## config.mk

```make
export PLATFORM = sky130hd
export DESIGN_NAME = audio_i2s_tx_flat
export DESIGN_NICKNAME = d
export VERILOG_FILES = /design/src/rtl/audio_i2s_tx_if.sv /design/src/rtl/audio_i2s_tx.sv /design/src/flat_wrapper.sv
export SDC_FILE = /design/constraint.sdc
export NUM_CORES = 1
export LEC_CHECK = 0
export BUFFER_PORTS_ARGS = -buffer_cell sky130_fd_sc_hd__buf_2
export CORE_ASPECT_RATIO = 0.9
export CORE_MARGIN = 10
export CORE_UTILIZATION = 55
export CTS_CLUSTER_DIAMETER = 150
export DETAILED_ROUTE_END_ITERATION = 8
export PLACE_DENSITY = 0.86
export SLEW_MARGIN = 30
export SYNTH_ARGS = -nofsm -noshare
export SYNTH_HDL_FRONTEND = slang
export SYNTH_SLANG_ARGS = --single-unit
export TNS_END_PERCENT = 10
```

## constraint.sdc

```tcl
create_clock -name clk_12_288_mhz -period 6.1 [get_ports clk_12_288_mhz]
set_clock_uncertainty 0.05 [all_clocks]
set_input_delay 0.305 -clock clk_12_288_mhz [delete_from_list [all_inputs] [get_ports clk_12_288_mhz]]
set_output_delay 0.305 -clock clk_12_288_mhz [all_outputs]
set_load 0.1 [all_outputs]
```

## src/rtl/audio_i2s_tx_if.sv

```systemverilog
// Stereo PCM sample stream feeding the I2S transmitter.
// One transfer carries a left/right pair; it moves when s_valid && s_ready.
interface audio_i2s_tx_if #(
  parameter int SAMPLE_WIDTH = 16
) ();
  logic                    s_valid;
  logic                    s_ready;
  logic [SAMPLE_WIDTH-1:0] s_left;
  logic [SAMPLE_WIDTH-1:0] s_right;

  // Sound generator side: offers pairs.
  modport master (
    output s_valid,
    output s_left,
    output s_right,
    input  s_ready
  );

  // Transmitter side: accepts pairs into its FIFO.
  modport slave (
    input  s_valid,
    input  s_left,
    input  s_right,
    output s_ready
  );
endinterface

```

## src/rtl/audio_i2s_tx.sv

```systemverilog
// I2S transmitter for the Pocket audio_if DAC path.
// Stereo pairs enter a small FIFO over a valid/ready stream. One pair is
// popped at every frame boundary and shifted out MSB first, one slot after
// each lrck edge. An empty FIFO at a boundary is an underflow: the frame is
// silence, or a repeat of the last popped pair when UNDERFLOW_HOLD is set.
// The phase is kept as three counters (sub-bit, slot, half) so that no
// division is needed for MCLK_PER_BIT values that are not powers of two.
module audio_i2s_tx #(
  parameter int  SAMPLE_WIDTH   = 16,
  parameter int  BITS_PER_CHAN  = 32,
  parameter int  MCLK_PER_BIT   = 4,
  parameter int  FIFO_DEPTH     = 4,
  parameter int  UNDERFLOW_HOLD = 0,
  localparam int LEVEL_W        = $clog2(FIFO_DEPTH + 1)
) (
  input  logic               clk_12_288_mhz,
  input  logic               reset,
  audio_i2s_tx_if.slave      s,
  input  logic               mute,
  output logic [LEVEL_W-1:0] fifo_level,
  output logic [15:0]        underflow_count,
  output logic               audio_mclk,
  output logic               audio_dac,
  output logic               audio_lrck
);

  localparam int SUB_W  = (MCLK_PER_BIT > 1) ? $clog2(MCLK_PER_BIT) : 1;
  localparam int SLOT_W = (BITS_PER_CHAN > 1) ? $clog2(BITS_PER_CHAN) : 1;
  localparam int PTR_W  = (FIFO_DEPTH > 1) ? $clog2(FIFO_DEPTH) : 1;
  localparam int PAIR_W = 2 * SAMPLE_WIDTH;
  localparam bit HOLD   = (UNDERFLOW_HOLD != 0);

  // ------------------------------------------------------------------
  // Phase counters and serial output flops
  // ------------------------------------------------------------------
  logic [SUB_W-1:0]  r_sub;
  logic [SUB_W-1:0]  w_sub_next;
  logic [SLOT_W-1:0] r_slot;
  logic [SLOT_W-1:0] w_slot_next;
  logic              r_half;
  logic              w_half_next;
  logic              w_sub_last;
  logic              w_slot_last;
  logic              w_load;
  logic              r_sclk;
  logic              w_sclk_next;
  logic              w_dac_strobe;
  logic              r_lrck;
  logic              r_dac;
  logic              w_dac_next;

  // Frame being transmitted and last popped pair.
  logic [SAMPLE_WIDTH-1:0] r_frame_left;
  logic [SAMPLE_WIDTH-1:0] r_frame_right;
  logic [SAMPLE_WIDTH-1:0] r_last_left;
  logic [SAMPLE_WIDTH-1:0] r_last_right;
  logic [15:0]             r_underflow;

  // Per-slot bit maps of the current frame, one per channel.
  logic [BITS_PER_CHAN-1:0] w_left_slots;
  logic [BITS_PER_CHAN-1:0] w_right_slots;

  // ------------------------------------------------------------------
  // FIFO state
  // ------------------------------------------------------------------
  logic [PAIR_W-1:0]  r_mem [FIFO_DEPTH];
  logic [PTR_W-1:0]   r_wr_ptr;
  logic [PTR_W-1:0]   r_rd_ptr;
  logic [LEVEL_W-1:0] r_level;
  logic [LEVEL_W-1:0] w_level_next;
  logic               r_ready;
  logic               w_push;
  logic               w_pop;
  logic               w_fifo_nonempty;
  logic [PAIR_W-1:0]  w_head;
  logic [SAMPLE_WIDTH-1:0] w_head_left;
  logic [SAMPLE_WIDTH-1:0] w_head_right;

  // Step the phase by one clock; wrapping out of the right half is the
  // frame boundary, where the next pair is loaded.
  always_comb begin
    w_sub_last   = (r_sub == SUB_W'(MCLK_PER_BIT - 1));
    w_slot_last  = (r_slot == SLOT_W'(BITS_PER_CHAN - 1));
    w_sub_next   = w_sub_last ? '0 : r_sub + SUB_W'(1);
    w_slot_next  = r_slot;
    w_half_next  = r_half;
    if (w_sub_last) begin
      w_slot_next = w_slot_last ? '0 : r_slot + SLOT_W'(1);
      if (w_slot_last) begin
        w_half_next = ~r_half;
      end
    end
    w_load       = w_sub_last && w_slot_last && r_half;
    w_sclk_next  = (w_sub_next >= SUB_W'(MCLK_PER_BIT / 2));
    // Data moves only on a falling bit clock, i.e. when entering sub 0.
    w_dac_strobe = r_sclk && !w_sclk_next;
  end

  // Slot 0 is the one-bit I2S delay, slots 1..SAMPLE_WIDTH carry MSB..LSB,
  // the rest of the half-frame pads with zero.
  genvar gi;
  generate
    for (gi = 0; gi < BITS_PER_CHAN; gi++) begin : g_slot
      if (gi >= 1 && gi <= SAMPLE_WIDTH) begin : g_data
        assign w_left_slots[gi]  = r_frame_left[SAMPLE_WIDTH-gi];
        assign w_right_slots[gi] = r_frame_right[SAMPLE_WIDTH-gi];
      end else begin : g_pad
        assign w_left_slots[gi]  = 1'b0;
        assign w_right_slots[gi] = 1'b0;
      end
    end
  endgenerate

  // Choose the data bit for the slot being entered.
  always_comb begin
    w_dac_next = 1'b0;
    if (w_half_next) begin
      w_dac_next = w_right_slots[w_slot_next];
    end else begin
      w_dac_next = w_left_slots[w_slot_next];
    end
  end

  // Phase register: reset parks it on the last clock of a frame so the
  // first clock after release enters phase 0 and performs a load.
  always_ff @(posedge clk_12_288_mhz) begin
    if (reset) begin
      r_sub  <= SUB_W'(MCLK_PER_BIT - 1);
      r_slot <= SLOT_W'(BITS_PER_CHAN - 1);
      r_half <= 1'b1;
      r_sclk <= 1'b0;
      r_lrck <= 1'b0;
      r_dac  <= 1'b0;
    end else begin
      r_sub  <= w_sub_next;
      r_slot <= w_slot_next;
      r_half <= w_half_next;
      r_sclk <= w_sclk_next;
      r_lrck <= w_half_next;
      if (w_dac_strobe) begin
        r_dac <= w_dac_next;
      end
    end
  end

  // ------------------------------------------------------------------
  // Sample FIFO
  // ------------------------------------------------------------------
  // The pop decision looks only at the registered level, so a pair pushed
  // on the load edge is stored but never bypasses into that frame.
  always_comb begin
    w_fifo_nonempty = (r_level != '0);
    w_push          = s.s_valid && r_ready && !reset;
    w_pop           = w_load && w_fifo_nonempty;
    w_head          = r_mem[r_rd_ptr];
    w_head_left     = w_head[PAIR_W-1 -: SAMPLE_WIDTH];
    w_head_right    = w_head[SAMPLE_WIDTH-1:0];
    w_level_next    = r_level;
    unique case ({w_push, w_pop})
      2'b10:   w_level_next = r_level + LEVEL_W'(1);
      2'b01:   w_level_next = r_level - LEVEL_W'(1);
      default: w_level_next = r_level;
    endcase
  end

  // Pointers, level and ready; ready is registered so the stream sees no
  // combinational path from the frame-boundary pop.
  always_ff @(posedge clk_12_288_mhz) begin
    if (reset) begin
      r_wr_ptr <= '0;
      r_rd_ptr <= '0;
      r_level  <= '0;
      r_ready  <= 1'b0;
    end else begin
      if (w_push) begin
        r_wr_ptr <= r_wr_ptr + PTR_W'(1);
      end
      if (w_pop) begin
        r_rd_ptr <= r_rd_ptr + PTR_W'(1);
      end
      r_level <= w_level_next;
      r_ready <= (w_level_next != LEVEL_W'(FIFO_DEPTH));
    end
  end

  // Storage array; contents need no reset because the pointers do.
  always_ff @(posedge clk_12_288_mhz) begin
    if (w_push) begin
      r_mem[r_wr_ptr] <= {s.s_left, s.s_right};
    end
  end

  // ------------------------------------------------------------------
  // Frame load
  // ------------------------------------------------------------------
  // At each boundary pop into the frame (muted frames still consume the
  // pair), or count an underflow and send silence / the held pair.
  always_ff @(posedge clk_12_288_mhz) begin
    if (reset) begin
      r_frame_left  <= '0;
      r_frame_right <= '0;
      r_last_left   <= '0;
      r_last_right  <= '0;
      r_underflow   <= '0;
    end else if (w_load) begin
      if (w_fifo_nonempty) begin
        r_last_left  <= w_head_left;
        r_last_right <= w_head_right;
        if (mute) begin
          r_frame_left  <= '0;
          r_frame_right <= '0;
        end else begin
          r_frame_left  <= w_head_left;
          r_frame_right <= w_head_right;
        end
      end else begin
        if (r_underflow != 16'hFFFF) begin
          r_underflow <= r_underflow + 16'd1;
        end
        if (mute || !HOLD) begin
          r_frame_left  <= '0;
          r_frame_right <= '0;
        end else begin
          r_frame_left  <= r_last_left;
          r_frame_right <= r_last_right;
        end
      end
    end
  end

  assign s.s_ready       = r_ready;
  assign fifo_level      = r_level;
  assign underflow_count = r_underflow;
  assign audio_mclk      = clk_12_288_mhz;
  assign audio_dac       = r_dac;
  assign audio_lrck      = r_lrck;

endmodule

```

## src/flat_wrapper.sv

```systemverilog
// flat-port wrapper written by rule: the top's interface ports become plain ports
module audio_i2s_tx_flat 
#(
  parameter int  SAMPLE_WIDTH   = 16,
  parameter int  BITS_PER_CHAN  = 32,
  parameter int  MCLK_PER_BIT   = 4,
  parameter int  FIFO_DEPTH     = 4,
  parameter int  UNDERFLOW_HOLD = 0,
  localparam int LEVEL_W        = $clog2(FIFO_DEPTH + 1)
)
  (clk_12_288_mhz, reset, mute, fifo_level, underflow_count, audio_mclk, audio_dac, audio_lrck, s_s_valid, s_s_left, s_s_right, s_s_ready);
  audio_i2s_tx_if #(.SAMPLE_WIDTH(SAMPLE_WIDTH)) s_i ();
  input  logic clk_12_288_mhz;
  input  logic reset;
  input  logic mute;
  output logic [LEVEL_W-1:0] fifo_level;
  output logic [15:0] underflow_count;
  output logic audio_mclk;
  output logic audio_dac;
  output logic audio_lrck;
  input wire logic [$bits(s_i.s_valid)-1:0] s_s_valid;
  input wire logic [$bits(s_i.s_left)-1:0] s_s_left;
  input wire logic [$bits(s_i.s_right)-1:0] s_s_right;
  output wire logic [$bits(s_i.s_ready)-1:0] s_s_ready;
  assign s_i.s_valid = s_s_valid;
  assign s_i.s_left = s_s_left;
  assign s_i.s_right = s_s_right;
  assign s_s_ready = s_i.s_ready;
  audio_i2s_tx #(.SAMPLE_WIDTH(SAMPLE_WIDTH), .BITS_PER_CHAN(BITS_PER_CHAN), .MCLK_PER_BIT(MCLK_PER_BIT), .FIFO_DEPTH(FIFO_DEPTH), .UNDERFLOW_HOLD(UNDERFLOW_HOLD)) u_core (.clk_12_288_mhz(clk_12_288_mhz), .reset(reset), .s(s_i), .mute(mute), .fifo_level(fifo_level), .underflow_count(underflow_count), .audio_mclk(audio_mclk), .audio_dac(audio_dac), .audio_lrck(audio_lrck));
endmodule
```

==> results.txt, run 1 <==
CP Capture Type = primary output
share of cells above drive strength 1 = 24.16%
critical path class = clk -> out
largest net degree at the start of global routing = 70
Async SR Flop Fraction = 0%
IO Count = 59
commonest non-fill, non-tap cell in the layout = edfxtp_1
HP Class = in -> reg
Synth Instances = 521
Worst path max stage delay = 0.28 ns
CP Max Fanout = 2
Worst slew margin = 32.98%
maxcap violations = 0
routed vias = 4655
most used cell, CP = clkbuf_16
Post-route DRC = 0
Routed WL = 15860 um
TNS Setup = 0 ns
Syn Nets = 567
Layout area overhead = 18.20%
synth unique cells = 57
CP max-delay cell = buf_2
Worst EP required = 5.74 ns
Tot GR Track Use = 17.14%
top_reg_cell synth = edfxtp_1
core box area = 0.01400 sq mm
RePlAce Congestion = 0.8368
number of synthesized flops with an enable pin = 128
register area share after synthesis = 66.62%
Post CTS Setup Buffer Count = 0
CTS tree = yes
Clock transition at path regs = 0.06 ns
Initial DRC Count = 437
hpwl dp = 9605 um
CP Launch Type = clock port
Pre-Repair DR Iteration Count = 5
Via density = 5.691
syn avg cell area = 15.05 sq um
Slew Limit Fails = 0
fillers = 939
synthesized flop and latch total = 197
RSZ-0062 raised after global routing = false
num rows = 41
initial antenna violation count = 0
GR Overflow Total = 0
leakage = 3.224 nW
nets@finish = 658
worst hold slack = 0.06006 ns
die width = 145.9 um
most frequent cells in the layout = edfxtp_1 (128), dfxtp_1 (67), nor2_1 (60), buf_2 (58)
power per cell area = 345.8 mW/mm^2
Initial Util = 56.00%
Antenna Nets Post-Route = 0
WP data arrival = 3.58 ns
Post-Syn Area = 0.007843 sq mm
status = finished, final reports clean
worst skew pair latency = 0.55 ns
final hold viol count = 0
Ant. Diodes = 0
yosys warns = 0
worst-margin pin slew = 1.001 ns
number of global-route vias before repair = 4840
final setup vio count = 0
Cell Chain, Critical Path = clkbuf_16, clkbuf_16, buf_2
Avg WL per Cell = 19.39 um
Die ar. = 0.01944 sq mm
global-route wire length before repair = 25960 um
Peak VDD IR = 0.4430 mV
PortBufs = 58
Die Height = 133.3 um
==> metal layers <==
| layer | part of all wire, % | up-vias | track usage (%) | routed length, um |
|---|---|---|---|---|
| li1 | - | 2195 | - | - |
| met1 | 42 | 2294 | 20.44 | 6622 |
| met5 | 0 | - | 0 | 0 |
| met2 | 51 | 150 | 28.29 | 8129 |
| met4 | 1.5 | 0 | 7.015 | 240 |
| met3 | 5.5 | 16 | 5.484 | 866 |
==> repair_timing <==
action | 4_1_cts | 5_1_grt
endpoints found under the hold margin | 128 | 0
resized for setup | 0 | 0
hold buffers | 32 | 0
==> where the power goes <==
| part | internal (W) | switching, W |
|---|---|---|
| sequential | 0.00146 | 0.0000385 |
| combinational | 0.000180 | 0.000285 |
| clock | 0.000691 | 0.000551 |
==> sequential cells by signal, summed over array words and instances (netlist names), 3 cells and up, named ones only <==
register / count
u_core.fifo_level: 3
u_core.r_frame_left: 16
u_core.r_slot: 5
u_core.r_frame_right: 16
u_core.underflow_count: 16
u_core.r_mem: 128
==> worst paths after layout <==
path                         start                 end  slack, ns  depth (start not counted)
setup reg to reg  u_core.r_slot[0]    u_core.s.s_ready       2.85                         12
setup / recovery    clk_12_288_mhz          audio_mclk       2.17                          3
hold reg to reg    u_core.r_sub[0]     u_core.r_sub[0]       0.40                          1
hold / removal           s_s_valid  u_core.r_wr_ptr[0]       0.06                          4
==> stage by stage <==
stage	worst slack, ns	std cells	power (W)	instance area, sq um	utilization, %
6_report	2.167	818	0.003205	9270	66.19
2_1_floorplan	2.483	521	0.001936	7843	-
4_1_cts	2.162	818	0.003212	9268	66.18
3_5_place_dp	2.425	751	0.002029	8289	59.19
3_3_place_gp	2.425	751	0.002015	8289	59.19
5_1_grt	2.159	818	0.003317	9270	66.19
==> cell type report <==
type | count | area, sq um | share of cell area [%]
Clock buffer | 28 | 601.8 | 6.492
Clock inverter | 8 | 61.31 | 0.6614
Inverter | 9 | 33.78 | 0.3644
Multi-Input combinational cell | 286 | 2439 | 26.31
Sequential cell | 197 | 5228 | 56.39
Tap cell | 193 | 241.5 | 2.605
Timing Repair Buffer | 97 | 665.6 | 7.180
==> worst max-delay path, delay by kind of cell <==
kind	cells	cell delay [ns]
buffers and inverters	3	0.53
==> synthesized netlist by cell type (7+ instances only) <==
library cell	n	area [sq um]
edfxtp_1	128	3844
dfxtp_1	69	1381
nor2_1	60	225.2
a22oi_1	32	240.2
mux4_2	32	720.7
xor2_1	18	157.7
clkbuf_1	16	60.06
nand2_1	14	52.55
a21oi_1	10	50.05
ha_1	9	112.6
inv_1	9	33.78
nand2b_1	7	43.79
nand4_1	7	43.79
o21ai_0	7	35.03
==> logic make-up after synthesis <==
family	share of synthesized area [%]
simple gates	8.966
compound gates	7.323
flops	66.62
buf+inv	2.377
fa+ha+maj	1.691
mux	10.13
xor+xnor	2.888
Power figures use the tool's default switching activity.
==> inputs of run 2 (changes only) <==
==> constraint.sdc (replaced) <==
create_clock -name clk_12_288_mhz -period 3.7 [get_ports clk_12_288_mhz]
set_clock_uncertainty 0.05 [all_clocks]
set_input_delay 0.185 -clock clk_12_288_mhz [delete_from_list [all_inputs] [get_ports clk_12_288_mhz]]
set_output_delay 0.185 -clock clk_12_288_mhz [all_outputs]
set_load 0.1 [all_outputs]
==> results.txt, run 2 (synthesis results as in run 1) <==
Worst EP required = 4.05 ns
Hold Path Stages = 5
power per cell area = 562.6 mW/mm^2
total power = 0.005220 W
Via density = 5.814
IO Count = 59
CP Capture Type = register
CP Launch Type = register
Die Height = 133.3 um
final setup vio count = 0
Clock power frac = 37.8%
Worst slew margin = 41.28%
reg2reg end = u_core.s.s_ready
PortBufs = 58
switching share of power = 28.14%
register area = 0.005228 sq mm
worst-margin pin slew = 0.8808 ns
sequential share of power = 47.3%
Initial DRC Count = 355
most used cell, CP = ha_1
CTS tree = yes
global-route wire length before repair = 26330 um
Peak VDD IR = 0.6877 mV
GRT met2 Usage = 27.63%
leakage = 3.227 nW
final hold viol count = 0
met3 usage = 4.469%
Slew Limit Fails = 0
CP Max Fanout = 15
WHS Endpoint = u_core.r_frame_left[15]
share of cells above drive strength 1 = 24.32%
Avg WL per Cell = 19.26 um
max reg flops = 128
minimum clock period = 3.370 ns
area of the multi-input gates = 0.002436 sq mm
GR Overflow Total = 0
Routed WL = 15850 um
Clock transition at path regs = 0.07 ns
Die ar. = 0.01944 sq mm
worst skew pair latency = 0.54 ns
worst reg-to-reg setup slack = 0.33 ns
Initial Util = 56.00%
fmax = 0.2967 GHz
die width = 145.9 um
core box area = 0.01400 sq mm
TNS Setup = 0 ns
Buf/Inv on CP = 1
hpwl dp = 9843 um
Layout area overhead = 18.32%
nets@finish = 662
Post-route DRC = 0
final worst-path cycle share = 91.09%
CP max-delay cell = dfxtp_1
Hold Path Origin = mute
RSZ-0062 raised after global routing = false
fillers = 936
RePlAce Congestion = 0.8848
Pre-Repair DR Iteration Count = 5
WP data arrival = 3.72 ns
Tot GR Track Use = 17.23%
PostCTS Resize Cnt = 0
most frequent cells in the layout = edfxtp_1 (128), dfxtp_1 (67), nor2_1 (60), buf_2 (58), dlygate4sd3_1 (34)
commonest non-fill, non-tap cell in the layout = edfxtp_1
maxcap violations = 0
largest net degree at the start of global routing = 69
Sw Pwr = 0.001469 W
Crit path max-delay family = adder cells
FF-to-FF path depth = 12
Reg with most FFs = u_core.r_mem
HP Class = in -> reg
status = finished, final reports clean
worst r2r src = u_core.r_slot[0]
routed vias = 4785
number of global-route vias before repair = 4922
GR Layer Usage met1 = 21.40%
grt peak-use layer = met2
Cell Chain, Critical Path = ha_1, and3_1, ha_1, nand3_1, nor2_1, ha_1, inv_1, fa_1, xor2_1, nor2_1, xor2_1, a21oi_1
Worst path max stage delay = 0.61 ns
initial antenna violation count = 1
num rows = 41
Antenna Nets Post-Route = 0
critical path class = reg -> reg
Internal = 0.003751 W
Gate power share = 14.9%
[run 2: area by class of cell]
type / count / area share, %
repair buffers: 101 / 7.551
diodes: 1 / 0.02697
flip-flops and latches: 197 / 56.34
well taps: 193 / 2.602
multi-input cells: 286 / 26.25
inverters: 9 / 0.3641
clock inverters: 14 / 1.268
clock buffers: 22 / 5.596
[run 2: worst max-delay path by stage]
stage	start	to	slack (ns)	depth (start not counted)
5_1_grt	u_core.r_slot[0]	u_core.s.s_ready	0.09	12
4_1_cts	u_core.r_slot[0]	u_core.s.s_ready	0.36	12
6_report	u_core.r_slot[0]	u_core.s.s_ready	0.33	12
3_5_place_dp	u_core.r_slot[0]	u_core.s.s_ready	0.38	12
3_3_place_gp	u_core.r_slot[0]	u_core.s.s_ready	0.56	12
2_1_floorplan	u_core.r_slot[1]	u_core.fifo_level[2]	0.83	13
[run 2: tightest hold or removal path, stage by stage]
cell	delay [ns]
buf_2	0.10
nor3_2	0.04
buf_4	0.23
a22oi_1	0.17
nor2_1	0.05
[run 2: repair_timing]
action                     CTS  global route
hold endpoints to repair   130             0
setup buffers                0             0
setup endpoints to repair    0             0
hold buffers                34             0
[run 2: metal layers]
layer,part of all wire (%),wire length (um),vias up
li1,-,-,2202
met1,44,6897,2404
met2,50,7898,159
met3,4.7,746,20
met4,2.0,311,0
met5,0,0,-
[run 2: power groups by stage]
stage / registers (W) / clock network [W] / logic [W]
floorplan: 0.00259 / 0.000102 / 0.000498
global placement: 0.00251 / 0.0000951 / 0.000716
detailed placement: 0.00252 / 0.0000951 / 0.000739
CTS: 0.00247 / 0.00200 / 0.000772
global route: 0.00248 / 0.00210 / 0.000842
finish: 0.00247 / 0.00197 / 0.000780
[run 2: metrics by stage]
stage / instances / cell area, sq um / util, % / hold slack [ns] / setup slack [ns]
6_report: 823 / 9279 / 66.26 / 0.2317 / 0.3298
5_1_grt: 823 / 9279 / 66.26 / 0.2541 / 0.08564
4_1_cts: 822 / 9276 / 66.24 / 0.2284 / 0.3580
3_5_place_dp: 753 / 8304 / 59.30 / 0.3517 / 0.3765
3_3_place_gp: 753 / 8304 / 59.30 / 0.3437 / 0.5616
2_1_floorplan: 521 / 7843 / - / 0.2339 / 0.8338
